<file path="src/rtl/rtc_bus_writer.sv">
`default_nettype none
// ============================================================================
// Module   : rtc_bus_writer
// Brief    : Multiplexed AD-bus master for an RTC: address/ALE, strobe, hold.
//            Optional macro RTC_READ_EN enables full read transactions.
// Revision : 1.0 - initial release
// ============================================================================
module rtc_bus_writer #(
  parameter int T_ALE  = 4,
  parameter int T_CMD  = 8,
  parameter int T_HOLD = 2
) (
  input  logic       clk,
  input  logic       reset,
  input  logic       enable,
  input  logic       req,
  input  logic       a_d,
  input  logic       w_r,
  input  logic [7:0] dato_in,
  input  logic [7:0] ad_in,
  output logic [7:0] ad_out,
  output logic       ad_oe,
  output logic       cs_n,
  output logic       ale,
  output logic       wr_n,
  output logic       rd_n,
  output logic       busy,
  output logic       done,
  output logic [7:0] dato_out
);

  // Counter reload values; a zero parameter behaves as one cycle.
  localparam logic [7:0] c_ale_ld  = 8'((T_ALE  > 1) ? T_ALE  - 1 : 0);
  localparam logic [7:0] c_cmd_ld  = 8'((T_CMD  > 1) ? T_CMD  - 1 : 0);
  localparam logic [7:0] c_hold_ld = 8'((T_HOLD > 1) ? T_HOLD - 1 : 0);

  typedef enum logic [2:0] {
    S_IDLE = 3'd0,
    S_ALE  = 3'd1,
    S_CMD  = 3'd2,
    S_HOLD = 3'd3,
    S_FIN  = 3'd4
  } state_t;

  state_t     r_state, w_state_nxt;
  logic [7:0] r_cnt, w_cnt_nxt;
  logic [7:0] r_addr, r_data;
  logic       r_wr, r_addr_valid;
  logic       w_accept_addr, w_accept_data, w_go_cmd;

  logic [7:0] r_ad_out, w_ad_out;
  logic       r_ad_oe, w_ad_oe;
  logic       r_cs_n, w_cs_n;
  logic       r_ale, w_ale;
  logic       r_wr_n, w_wr_n;
  logic       r_rd_n, w_rd_n;
  logic       r_busy, w_busy;
  logic       r_done, w_done;

`ifdef RTC_READ_EN
  assign w_go_cmd = 1'b1;
`else
  // Without read support a read request only performs the address phase.
  assign w_go_cmd = r_wr;
`endif

  always_comb begin
    w_state_nxt   = r_state;
    w_cnt_nxt     = r_cnt;
    w_accept_addr = 1'b0;
    w_accept_data = 1'b0;
    case (r_state)
      S_IDLE: begin
        if (req && !a_d) begin
          w_accept_addr = 1'b1;
        end else if (req && a_d && r_addr_valid) begin
          w_accept_data = 1'b1;
          w_state_nxt   = S_ALE;
          w_cnt_nxt     = c_ale_ld;
        end
      end
      S_ALE: begin
        if (r_cnt != 8'd0) begin
          w_cnt_nxt = r_cnt - 8'd1;
        end else if (w_go_cmd) begin
          w_state_nxt = S_CMD;
          w_cnt_nxt   = c_cmd_ld;
        end else begin
          w_state_nxt = S_FIN;
        end
      end
      S_CMD: begin
        if (r_cnt != 8'd0) begin
          w_cnt_nxt = r_cnt - 8'd1;
        end else begin
          w_state_nxt = S_HOLD;
          w_cnt_nxt   = c_hold_ld;
        end
      end
      S_HOLD: begin
        if (r_cnt != 8'd0) begin
          w_cnt_nxt = r_cnt - 8'd1;
        end else begin
          w_state_nxt = S_FIN;
        end
      end
      S_FIN: begin
        w_state_nxt = S_IDLE;
        w_cnt_nxt   = 8'd0;
      end
      default: begin
        w_state_nxt = S_IDLE;
        w_cnt_nxt   = 8'd0;
      end
    endcase
    if (!enable) begin
      w_state_nxt   = S_IDLE;
      w_cnt_nxt     = 8'd0;
      w_accept_addr = 1'b0;
      w_accept_data = 1'b0;
    end
  end

  // Bus pins are registered from the current state, so they trail it by one cycle.
  always_comb begin
    w_cs_n   = 1'b1;
    w_ale    = 1'b0;
    w_wr_n   = 1'b1;
    w_rd_n   = 1'b1;
    w_ad_oe  = 1'b0;
    w_ad_out = 8'h00;
    w_busy   = 1'b0;
    w_done   = 1'b0;
    if (enable) begin
      case (r_state)
        S_ALE: begin
          w_cs_n   = 1'b0;
          w_ale    = 1'b1;
          w_ad_oe  = 1'b1;
          w_ad_out = r_addr;
          w_busy   = 1'b1;
        end
        S_CMD: begin
          w_cs_n = 1'b0;
          w_busy = 1'b1;
          if (r_wr) begin
            w_wr_n   = 1'b0;
            w_ad_oe  = 1'b1;
            w_ad_out = r_data;
          end else begin
`ifdef RTC_READ_EN
            w_rd_n = 1'b0;
`endif
          end
        end
        S_HOLD: begin
          w_cs_n = 1'b0;
          w_busy = 1'b1;
          if (r_wr) begin
            w_ad_oe  = 1'b1;
            w_ad_out = r_data;
          end
        end
        S_FIN: begin
          w_done = 1'b1;
        end
        default: begin
          w_done = 1'b0;
        end
      endcase
    end
  end

  always_ff @(posedge clk or negedge reset) begin
    if (!reset) begin
      r_state      <= S_IDLE;
      r_cnt        <= 8'd0;
      r_addr       <= 8'h00;
      r_data       <= 8'h00;
      r_wr         <= 1'b0;
      r_addr_valid <= 1'b0;
      r_ad_out     <= 8'h00;
      r_ad_oe      <= 1'b0;
      r_cs_n       <= 1'b1;
      r_ale        <= 1'b0;
      r_wr_n       <= 1'b1;
      r_rd_n       <= 1'b1;
      r_busy       <= 1'b0;
      r_done       <= 1'b0;
    end else begin
      r_state  <= w_state_nxt;
      r_cnt    <= w_cnt_nxt;
      r_ad_out <= w_ad_out;
      r_ad_oe  <= w_ad_oe;
      r_cs_n   <= w_cs_n;
      r_ale    <= w_ale;
      r_wr_n   <= w_wr_n;
      r_rd_n   <= w_rd_n;
      r_busy   <= w_busy;
      r_done   <= w_done;
      if (w_accept_addr) begin
        r_addr <= dato_in;
      end
      if (w_accept_data) begin
        r_data <= dato_in;
        r_wr   <= w_r;
      end
      if (!enable) begin
        r_addr_valid <= 1'b0;
      end else if (w_accept_addr) begin
        r_addr_valid <= 1'b1;
      end else if (r_state == S_FIN) begin
        r_addr_valid <= 1'b0;
      end
    end
  end

`ifdef RTC_READ_EN
  logic [7:0] r_dato;

  // First HOLD state cycle is the last cycle rd_n is low on the bus.
  always_ff @(posedge clk or negedge reset) begin
    if (!reset) begin
      r_dato <= 8'h00;
    end else if (enable && r_state == S_HOLD && !r_rd_n) begin
      r_dato <= ad_in;
    end
  end

  assign dato_out = r_dato;
`else
  logic w_unused_ad_in;
  assign w_unused_ad_in = ^ad_in;
  assign dato_out       = 8'h00;
`endif

  assign ad_out = r_ad_out;
  assign ad_oe  = r_ad_oe;
  assign cs_n   = r_cs_n;
  assign ale    = r_ale;
  assign wr_n   = r_wr_n;
  assign rd_n   = r_rd_n;
  assign busy   = r_busy;
  assign done   = r_done;

endmodule
`default_nettype wire
</file>
<file path="config.mk">
export PLATFORM = sky130hd
export DESIGN_NAME = rtc_bus_writer
export DESIGN_NICKNAME = d
export VERILOG_FILES = /design/src/rtl/rtc_bus_writer.sv
export SDC_FILE = /design/constraint.sdc
export NUM_CORES = 1
export LEC_CHECK = 0
export BUFFER_PORTS_ARGS = -buffer_cell sky130_fd_sc_hd__clkbuf_2
export CAP_MARGIN = 10
export CORE_MARGIN = 10
export CORE_UTILIZATION = 45
export DETAILED_ROUTE_END_ITERATION = 7
export PLACE_DENSITY = 0.71
export SETUP_SLACK_MARGIN = 0.4
export SYNTH_ARGS = -nofsm -noshare
export SYNTH_HDL_FRONTEND = slang
export SYNTH_SLANG_ARGS = --single-unit
</file>
<file path="constraint.sdc">
create_clock -name clk -period 2 [get_ports clk]
set_input_delay 0.1 -clock clk [delete_from_list [all_inputs] [get_ports clk]]
set_output_delay 0.1 -clock clk [all_outputs]
set_load 0.05 [all_outputs]
</file>
# Word-level counts from Yosys, hierarchy flattened
# Index checks and enable logic that the tools add are counted.
# totals
ff_bits	43
input_bits	22
word_cells	79
# classes
add_sub_neg	1
eq_ne	12
n_mux	43
reduce_logical	10
# ops
operator	n
8-bit 2-to-1 mux	9
8-bit one-hot mux with 4 select lines	1
1-bit 2-to-1 mux	23
3-bit 2-to-1 mux	7
3-bit inequality test (second input constant)	6
8-bit one-hot mux with 2 select lines	1
3-bit one-hot mux with 4 select lines	1
8-bit nonzero test	1
8-bit by 1-bit subtractor with 8-bit output (second input constant)	1
3-bit by 2-bit equality test with 1-bit output (second input constant)	2
5-bit AND reduction	1
4-bit inequality test (second input constant)	1
4-bit AND reduction	1
3-bit by 1-bit equality test with 1-bit output (second input constant)	1
3-bit equality test (second input constant)	1
1-bit logical AND	3
3-bit logical NOT	1
3-bit by 1-bit inequality test with 1-bit output (second input constant)	1
3-bit OR reduction	1
1-bit one-hot mux with 2 select lines	1
2-bit OR reduction	1
1-bit logical NOT	1

# Logic depth before layout (Yosys ltp)
# Gate-level depths: netlist of run 1.
# logic_depth
word_depth	7
depth_mapped	7

# Worst setup path before layout of run 1
# No wires, ideal clock.
# synth_timing
kind	flip-flop to flip-flop
startpoint	register r_cnt[0]
endpoint	register r_cnt[0]
setup_time_ps	128
arrival_time_ps	1787
required_time_ps	1872
slack_ps	85
stages_incl_launch_ff	8
n_path_buf	1
synth_period_minus_slack_ps	1915
cell_sequence	dfrtp_1 inv_1 ha_1 or3b_2 nor4b_4 buf_6 o21ai_0 o311a_2
# synth_via
elab_chain_len	4
# synth_rtl
element	line	text
start, declared	46	logic [7:0] r_cnt, w_cnt_nxt;
start signal, assigned	192	r_cnt <= w_cnt_nxt;
8-bit by 1-bit subtractor with 8-bit output or 8-bit nonzero test (tied branches)	-	
8-bit 2-to-1 mux (on tied branches)	101, 83, 93	
8-bit one-hot mux with 4 select lines	72	case (r_state)
8-bit 2-to-1 mux	116	if (!enable) begin
# Several ways; a longest one is shown, not always the timed one. The select of a mux whose other input is x is not followed.
# A chain may end at the register's enable or synchronous reset.

# Worst setup path in the final report of run 1
# layout_timing
startpoint	register r_cnt[0]
endpoint	register r_cnt[6]
# Same word-level chain as after synthesis.

==> results of run 1 <==
-- cell families after synthesis --
kind of cell | synth area share (%)
other | 0.367
and+or+nand+nor | 18.5
muxes | 9.85
AOI/OAI and AO/OA | 10.8
buffers and inverters | 6.61
adders and majority gates | 1.22
DFF | 52.7
-- layout make-up --
type / count / area, µm² / area share (%)
Sequential cell: 43 / 1080 / 41.0
Multi-Input combinational cell: 123 / 977 / 37.2
Timing Repair Buffer: 61 / 404 / 15.4
Clock buffer: 6 / 72.6 / 2.76
Tap cell: 52 / 65.1 / 2.48
Inverter: 5 / 18.8 / 0.714
Clock inverter: 2 / 12.5 / 0.476
-- power by group through the flow --
stage	sequential [W]	clock, W	combinational (W)
after floorplan	0.00108	0	0.000392
after global placement	0.00108	0	0.000519
after detailed placement	0.00109	0	0.000531
after CTS	0.00107	0.000549	0.000595
after global routing	0.00109	0.000583	0.000700
final	0.00107	0.000533	0.000642
-- registers in the layout, summed over array words and instances, names as in the netlist, 3 cells and up --
signal / count
r_addr: 8
ad_out: 8
r_cnt: 8
r_state: 3
r_data: 8
-- per-stage QoR --
| step | hold slack (ns) | utilization (%) | power (W) |
|---|---|---|---|
| after floorplan | -0.196 | - | 0.00148 |
| final | 0.0353 | 60.0 | 0.00225 |
| after CTS | 0.0288 | 58.2 | 0.00221 |
| after global placement | 0.172 | 53.3 | 0.00160 |
| after global routing | 0.0430 | 60.0 | 0.00237 |
| after detailed placement | 0.179 | 53.3 | 0.00162 |
-- cell usage in the layout (no fill, tap or decap), drive strengths merged, types with 6 or more instances in the layout --
cell | Yosys | final
dfrtp | 41 | 41
nand2 | 10 | 10
nor2 | 17 | 17
or4 | 6 | 6
mux2 | 17 | 17
clkbuf | 2 | 33
nor3 | 6 | 6
a22oi | 8 | 8
conb | 2 | 9
buf | 13 | 33
a21oi | 8 | 8
o31ai | 6 | 6
-- worst max path at each step --
stage | end | slack, ns | from | cells after the start
after floorplan | r_cnt[0] | 0.22 | r_cnt[0] | 7
after global placement | r_cnt[5] | 0.08 | r_cnt[1] | 7
after detailed placement | r_cnt[7] | 0.06 | r_cnt[0] | 7
after CTS | r_cnt[6] | 0.17 | r_cnt[5] | 6
after global routing | r_cnt[6] | 0.04 | r_cnt[0] | 8
final | r_cnt[6] | 0.13 | r_cnt[0] | 8
-- metal layers --
metal / routed length [µm] / GRT usage (%)
met4: 36 / 3.48
met1: 2000 / 15.2
met2: 2350 / 20.2
met5: 0 / 0
met3: 247 / 3.84
-- worst reg2reg max path, delay by kind of cell, from the launching register on --
family / cells / cell delay, ns
AND/OR/NAND/NOR: 3 / 0.76
buffers and inverters: 3 / 0.36
adder cells (fa/ha/maj): 1 / 0.15
flip-flops: 1 / 0.39
AO/OA/AOI/OAI: 1 / 0.15
-- repair_timing --
action                                  CTS  global route
buffers inserted                         10             5
hold buffers                              1             0
resized for setup                        12            10
pin swaps                                 8             5
endpoints found under the hold margin    23             0
endpoints found under the setup margin   15            27
gates cloned                              1             0
==> results_dict.tcl, run 1 <==
set metrics [dict create \
    r2r-start "r_cnt[0]" \
    peakVddDrop_v 0.000556 \
    maxSlewHeadroom_pct 54.4 \
    synth_cell_type_count 44 \
    core-area_mm2 0.00438 \
    start_util_pct 46.7 \
    track_usage_pct 12.4 \
    crit_top_cell "buf_4" \
    period_share_pct 93.5 \
    worst_slack_ns 0.130 \
    power.leakage_nw 1.23 \
    hold_depth 2 \
    antenna_found_initial 0 \
    max_stage_delay_ns 0.46 \
    dr.pass1.iters 4 \
    cp.required_ns 2.22 \
    rsz0062_at_grt "yes" \
    ys_seq_area_share_pct 52.7 \
    final_max_slew_viol_count 0 \
    final_cells 292 \
    post_dp_cell_area_mm2 0.00233 \
    syn2layout_area_growth_pct 28.5 \
    routedWlPerCell_um 15.9 \
    cap_violations 0 \
    synth_edf_count 0 \
    post-place-ws_ns 0.0624 \
    cts-buffers-inserted 5 \
    finish.instance_area_mm2 0.00263 \
    yosysMostFrequentCell "dfrtp_1" \
    grt_max_degree 28 \
    combinationalPowerShare_pct 28.6 \
    dieArea_mm2 0.00764 \
    cts_tree "done" \
    detail-route-antenna-nets 0 \
    drive_gt1_share_pct 47.5 \
    syn_inst 179 \
    cts.path.max_buffers 2 \
    hold_end "r_wr" \
    cts_sinks 43 \
    syn_area_per_cell_um2 11.4 \
    final_hold_viol_count 0 \
    status "completed" \
    yosysTopAreaCell "dfrtp_1" \
    clock_latency_ns 0.29 \
    power_switching_w 0.000675 \
    cp_data_arrival_time_ns 2.09 \
    root_buffer "clkbuf_8" \
    port_buffers 27 \
    die_x_um 87.4 \
    skew_ns 0.00126 \
    fmax_ghz 0.535 \
    grt.overflow.total 0 \
    tightestPinTransition_ns 0.684 \
    start_kind "flop" \
    critical_path.top_delay_family "simple AND/OR/NAND/NOR gates" \
    via_per_inst 5.32 \
    crit_buf_inv 3 \
    reg2reg_slack_ns 0.13 \
    powerDensity_mw_per_mm2 855 \
    drc 0 \
    netlist_area_mm2 0.00205 \
    die_height_um 87.4 \
    p_int_w 0.00157 \
    fin_tns_setup_ns 0 \
    synth_warnings 0 \
    critPathMaxFanout 4 \
    rr_endpoint "r_cnt[6]" \
    fill_cells 357 \
    via_count 1552 \
    drtIter0Drc 98 \
    n_antenna_cell 0 \
    sequentialPowerShare_pct 47.7 \
    place_inst 267 \
    finalSetupViolCount 0 \
    reg2reg_depth 8 \
    grt_pass1_wl_mm 7.62 \
    rows 24 \
    synth_commonest_cells "dfrtp_1 (41), mux2_2 (17), nor2_1 (16), buf_4 (10), nand2_1 (10)" \
    synth_top_area_share_pct 50.2 \
    cp_slowest_cell "or4_1" \
    gp_congestion 0.790 \
    clkTransAtPathRegs_ns 0.08 \
    ys_ff_latch 43 \
    worstSetupPathType "flop to flop" \
    worstPathCellList "inv_2 -> ha_4 -> or3b_4 -> nor4b_4 -> buf_4 -> buf_4 -> or4_1 -> a21oi_1" \
    hpwlAfterDp_mm 3.17 \
    netlist_top_cells_area "dfrtp_1 (50%), mux2_2 (9.4%), buf_4 (3.7%)" \
    final_nets 263 \
    endpoint_kind "flop" \
    htree_levels 2 \
    switching_share_pct 30.0 \
    min_path_type "primary input to flop" \
    hp-start "w_r" \
    finalWirelength_mm 4.63 \
    ios 45 \
    ys.flop_type "dfrtp_1" \
    min_period_ns 1.87 \
    ys_async_sr_fraction_pct 100 \
    power.share.clock_pct 23.7 \
    grt_pass1_vias 1643 \
]
No activity file was read; power rests on OpenSTA's default activity.
==> run 2, diff against run 1 <==
- GPL_TIMING_DRIVEN: unset -> 0
==> run 2 against run 1 <==
Against the previous run:
- the run now ends with hold timing left
- first-iteration DRC count is 15% lower
- sequential power hardly changed
- flip-flop and latch count stayed put
- sequential share of layout area is 0.076 points higher
- final cell count is 2.4% lower
- worst hold slack worse by 0.052 ns
- global-route usage is 0.089 points lower
- combinational power is 8.3% lower
- core utilization hardly changed
- power is 1.7% lower
- clock skew is 0.0057 ns higher
- non-clock buffer count is 7 lower
- critical endpoint is now r_cnt[0]
- largest cell class unchanged
==> results_dict.tcl, run 2 (synthesized netlist as in run 1, its figures left out) <==
set metrics [dict create \
    switching_share_pct 30.2 \
    reg2reg_depth 7 \
    htree_levels 2 \
    start_util_pct 46.7 \
    core-area_mm2 0.00438 \
    sequentialPowerShare_pct 49.3 \
    dieArea_mm2 0.00764 \
    rsz0062_at_grt "yes" \
    detail-route-antenna-nets 0 \
    endpoint_kind "flop" \
    finalWirelength_mm 4.48 \
    die_height_um 87.4 \
    peakVddDrop_v 0.000527 \
    power.share.clock_pct 24.0 \
    critPathMaxFanout 5 \
    p_total_w 0.00221 \
    via_per_inst 5.40 \
    final_hold_viol_count 41 \
    drtIter0Drc 83 \
    hpwlAfterDp_mm 3.10 \
    min_period_ns 1.94 \
    period_share_pct 96.9 \
    reg2reg_slack_ns 0.06 \
    worstPathCellList "inv_2 -> ha_4 -> or3b_4 -> nor4b_4 -> buf_6 -> o21ai_2 -> o311a_4" \
    grt_pass1_wl_mm 7.51 \
    worst_slack_ns 0.0618 \
    critical_path.top_delay_family "simple AND/OR/NAND/NOR gates" \
    rows 24 \
    r2r-start "r_cnt[0]" \
    max_stage_delay_ns 0.43 \
    combinationalPowerShare_pct 26.7 \
    cts_sinks 43 \
    track_usage_pct 12.3 \
    powerDensity_mw_per_mm2 840 \
    rr_endpoint "r_cnt[0]" \
    final_max_slew_viol_count 0 \
    status "finished, violations left" \
    cts.path.max_buffers 2 \
    crit_buf_inv 2 \
    grt_max_degree 44 \
    finalSetupViolCount 0 \
    via_count 1540 \
    power.leakage_nw 1.21 \
    routedWlPerCell_um 15.7 \
    cp_data_arrival_time_ns 2.12 \
    power_switching_w 0.000666 \
    min_path_type "primary input to async pin" \
    clkTransAtPathRegs_ns 0.08 \
    drive_gt1_share_pct 47.2 \
    cp_slowest_cell "nor4b_4" \
    post-place-ws_ns 0.0603 \
    violations "hold timing" \
    drc 0 \
    layout_commonest_cell "dfrtp_1" \
    gp_congestion 0.805 \
    holdWs_ns -0.0172 \
    n_antenna_cell 0 \
    cp.required_ns 2.18 \
    cap_violations 0 \
    root_buffer "clkbuf_8" \
    final_cell_mix "dfrtp_1 (39), clkbuf_2 (28), buf_4 (19)" \
    port_buffers 27 \
    p_int_w 0.00154 \
    ios 45 \
    tightestPinTransition_ns 1.03 \
    grt.overflow.total 0 \
    cts-buffers-inserted 5 \
    start_kind "flop" \
    maxSlewHeadroom_pct 31.2 \
    skew_ns 0.00698 \
    syn2layout_area_growth_pct 28.6 \
    worstSetupPathType "flop to flop" \
    cts_tree "done" \
    final_nets 256 \
    grt_pass1_vias 1567 \
    dr.pass1.iters 4 \
    fmax_ghz 0.516 \
    clock_latency_ns 0.29 \
    antenna_found_initial 0 \
    die_x_um 87.4 \
]
run 2: layer usage:
layer / wire [µm] / share of wire [%] / up-vias / GRT usage [%]
li1: - / - / 734 / -
met1: 2000 / 45 / 764 / 15.5
met2: 2170 / 48 / 34 / 19.5
met3: 253 / 5.6 / 8 / 3.75
met4: 62 / 1.4 / 0 / 3.91
met5: 0 / 0 / - / 0
run 2: final cells by class:
class / instances / area [µm²]
fill: 362 / 1750
sequential: 43 / 1080
multi-input combinational: 123 / 997
timing repair buffer: 39 / 254
buffer: 15 / 129
clock buffer: 6 / 72.6
tap: 52 / 65.1
inverter: 5 / 18.8
clock inverter: 2 / 12.5
run 2: per-stage QoR:
stage | area (µm²) | setup TNS (ns) | util (%) | instances
after global placement | 2330 | 0 | 53.2 | 265
final | 2630 | 0 | 60.0 | 285
after CTS | 2570 | 0 | 58.7 | 284
after detailed placement | 2330 | 0 | 53.2 | 265
after global routing | 2630 | -0.0125 | 60.0 | 285
after floorplan | 2130 | 0 | - | 186
run 2: timing repair:
action,CTS,global route
setup buffers,10,1
pin swaps,14,8
setup endpoints to repair,26,36
cloned,1,0
hold buffers,0,0
gates resized for setup,12,12
run 2: power groups by stage:
stage	clock (W)	sequential [W]	combinational, W
6_report	0.000530	0.00109	0.000589
5_1_grt	0.000583	0.00110	0.000639
4_1_cts	0.000549	0.00108	0.000553
3_5_place_dp	0	0.00110	0.000494
3_3_place_gp	0	0.00109	0.000484
2_1_floorplan	0	0.00108	0.000392
run 2: worst register-to-register path, cell delays in order, from the launching register on:
cell and delay (ns):
dfrtp_1 0.40, inv_2 0.09, ha_4 0.13, or3b_4 0.40, nor4b_4 0.43, buf_6 0.19
o21ai_2 0.06, o311a_4 0.13
run 2: how the worst max path moves through the flow:
stage | cells after the start | slack, ns | start | to
2_1_floorplan | 7 | 0.22 | r_cnt[0] | r_cnt[0]
3_3_place_gp | 7 | 0.07 | r_cnt[1] | r_cnt[0]
3_5_place_dp | 7 | 0.06 | r_cnt[0] | r_cnt[0]
4_1_cts | 5 | 0.11 | r_cnt[2] | r_cnt[3]
5_1_grt | 7 | -0.006 | r_cnt[1] | r_cnt[1]
6_report | 7 | 0.06 | r_cnt[0] | r_cnt[0]
==> run 3, diff against run 2 <==
- PLACE_DENSITY: 0.71 -> 0.68
- clock period: 2 -> 2.35 ns (I/O delays scaled with it)
==> run 3 against run 2 <==
Against the previous run:
- the run still ends with hold timing left
- routed wire length fell by 2.2%
- first-iteration DRC count rose by 4.8%
- core utilization fell by 3.2 points
- via count fell by 1.4%
- critical path type unchanged
==> results_dict.tcl, run 3 (synthesized netlist as in run 1, its figures left out) <==
set metrics [dict create \
    finish.utilization_pct 56.8 \
    cp.required_ns 2.58 \
    drtIter0Drc 87 \
    cap_violations 0 \
    dieArea_mm2 0.00764 \
    layout_commonest_cell "dfrtp_1" \
    fmax_ghz 0.520 \
    root_buffer "clkbuf_8" \
    endpoint_kind "flop" \
    min_path_type "primary input to async pin" \
    fin_tns_setup_ns 0 \
    maxSlewHeadroom_pct 30.6 \
    finalWirelength_mm 4.38 \
    dr.pass1.iters 4 \
    htree_levels 2 \
    syn2layout_area_growth_pct 21.7 \
    port_buffers 27 \
    skew_ns 0.00555 \
    worstSetupPathType "flop to flop" \
    final_cell_mix "dfrtp_1 (38), clkbuf_2 (27), buf_4 (21)" \
    violations "hold timing" \
    seqCellArea_mm2 0.00108 \
    routedWlPerCell_um 15.5 \
    reg2reg_depth 7 \
    drive_gt1_share_pct 42.9 \
    grt_max_degree 44 \
    cts-buffers-inserted 5 \
    drc 0 \
    rsz0062_at_grt "yes" \
    start_kind "flop" \
    tightestPinTransition_ns 1.04 \
    via_per_inst 5.37 \
    holdWs_ns -0.0102 \
    power.leakage_nw 1.16 \
    detail-route-antenna-nets 0 \
    critPathMaxFanout 4 \
    clkTransAtPathRegs_ns 0.08 \
    cts.path.max_buffers 2 \
    track_usage_pct 11.6 \
    rows 24 \
    gp_congestion 0.819 \
    antenna_found_initial 0 \
    cp_data_arrival_time_ns 2.15 \
    ios 45 \
    core-area_mm2 0.00438 \
    status "finished, violations left" \
    min_period_ns 1.92 \
    die_height_um 87.4 \
    via_count 1519 \
    start_util_pct 46.7 \
    final_hold_viol_count 4 \
    hpwlAfterDp_mm 2.87 \
    cts_tree "done" \
    peakVddDrop_v 0.000532 \
    n_antenna_cell 0 \
    powerDensity_mw_per_mm2 765 \
    multi_input_area_um2 886 \
    final_nets 255 \
    period_share_pct 81.9 \
    clock_latency_ns 0.30 \
    fill_cells 356 \
    finalSetupViolCount 0 \
    final_max_slew_viol_count 0 \
    die_x_um 87.4 \
    grt.overflow.total 0 \
    grt_pass1_wl_mm 7.13 \
    grt_pass1_vias 1518 \
    cts_sinks 43 \
]
[run 3: critical path, stage by stage, from the launching register on]
cell     delay, ns
dfrtp_1       0.36
inv_2         0.06
ha_2          0.18
or3b_4        0.26
nor4b_4       0.06
buf_4         0.15
or4_2         0.65
a21oi_2       0.13
[run 3: path summary, 6_finish.rpt]
check	startpoint	endpoint	slack, ns
setup / recovery	r_cnt[0]	r_cnt[4]	0.43
hold / removal	reset	r_cnt[7]	-0.01
setup reg to reg	r_cnt[0]	r_cnt[4]	0.43
hold reg to reg	r_addr[5]	r_addr[5]	0.51
max in group asynchronous	reset	r_state[1]	1.65
min in group clk	w_r	r_wr	0.06
[run 3: area by class of cell]
class / count / area share (%)
well taps: 52 / 2.61
flip-flops and latches: 43 / 43.5
plain buffers: 15 / 4.68
clock buffers: 6 / 2.92
clock inverters: 1 / 1.21
repair buffers: 38 / 8.75
inverters: 5 / 0.754
multi-input cells: 123 / 35.6
[run 3: where the power goes]
| group | switching (W) | leakage, nW | internal, W | total, W |
|---|---|---|---|---|
| clock network | 0.000243 | 0.0513 | 0.000311 | 0.000554 |
| registers | 0.0000674 | 0.551 | 0.000846 | 0.000913 |
| logic | 0.000224 | 0.554 | 0.000212 | 0.000436 |
| total | 0.000534 | 1.16 | 0.00137 | 0.00190 |
[run 3: timing repair]
action / CTS / global route
pin swaps: 5 / 7
hold buffers: 0 / 0
hold endpoints to repair: 0 / 0
gates resized for setup: 7 / 8
endpoints found under the setup margin: 8 / 24
cloned: 1 / 0
buffers inserted: 4 / 6
[run 3: per-layer routing]
layer  track usage [%]  wire [µm]  vias up
met4              4.64         61        0
met3              4.03        318        9
li1                  -          -      727
met2              18.8       2090       36
met1              13.7       1910      747
met5                 0          0        -
[run 3: through the flow]
stage / cell area (µm²) / power [W] / std cells / setup WS [ns]
after CTS: 2430 / 0.00188 / 277 / 0.406
after global routing: 2490 / 0.00200 / 283 / 0.376
after global placement: 2270 / 0.00130 / 265 / 0.242
final: 2490 / 0.00190 / 283 / 0.426
after detailed placement: 2270 / 0.00131 / 265 / 0.244
after floorplan: 2070 / 0.00122 / 186 / 0.435
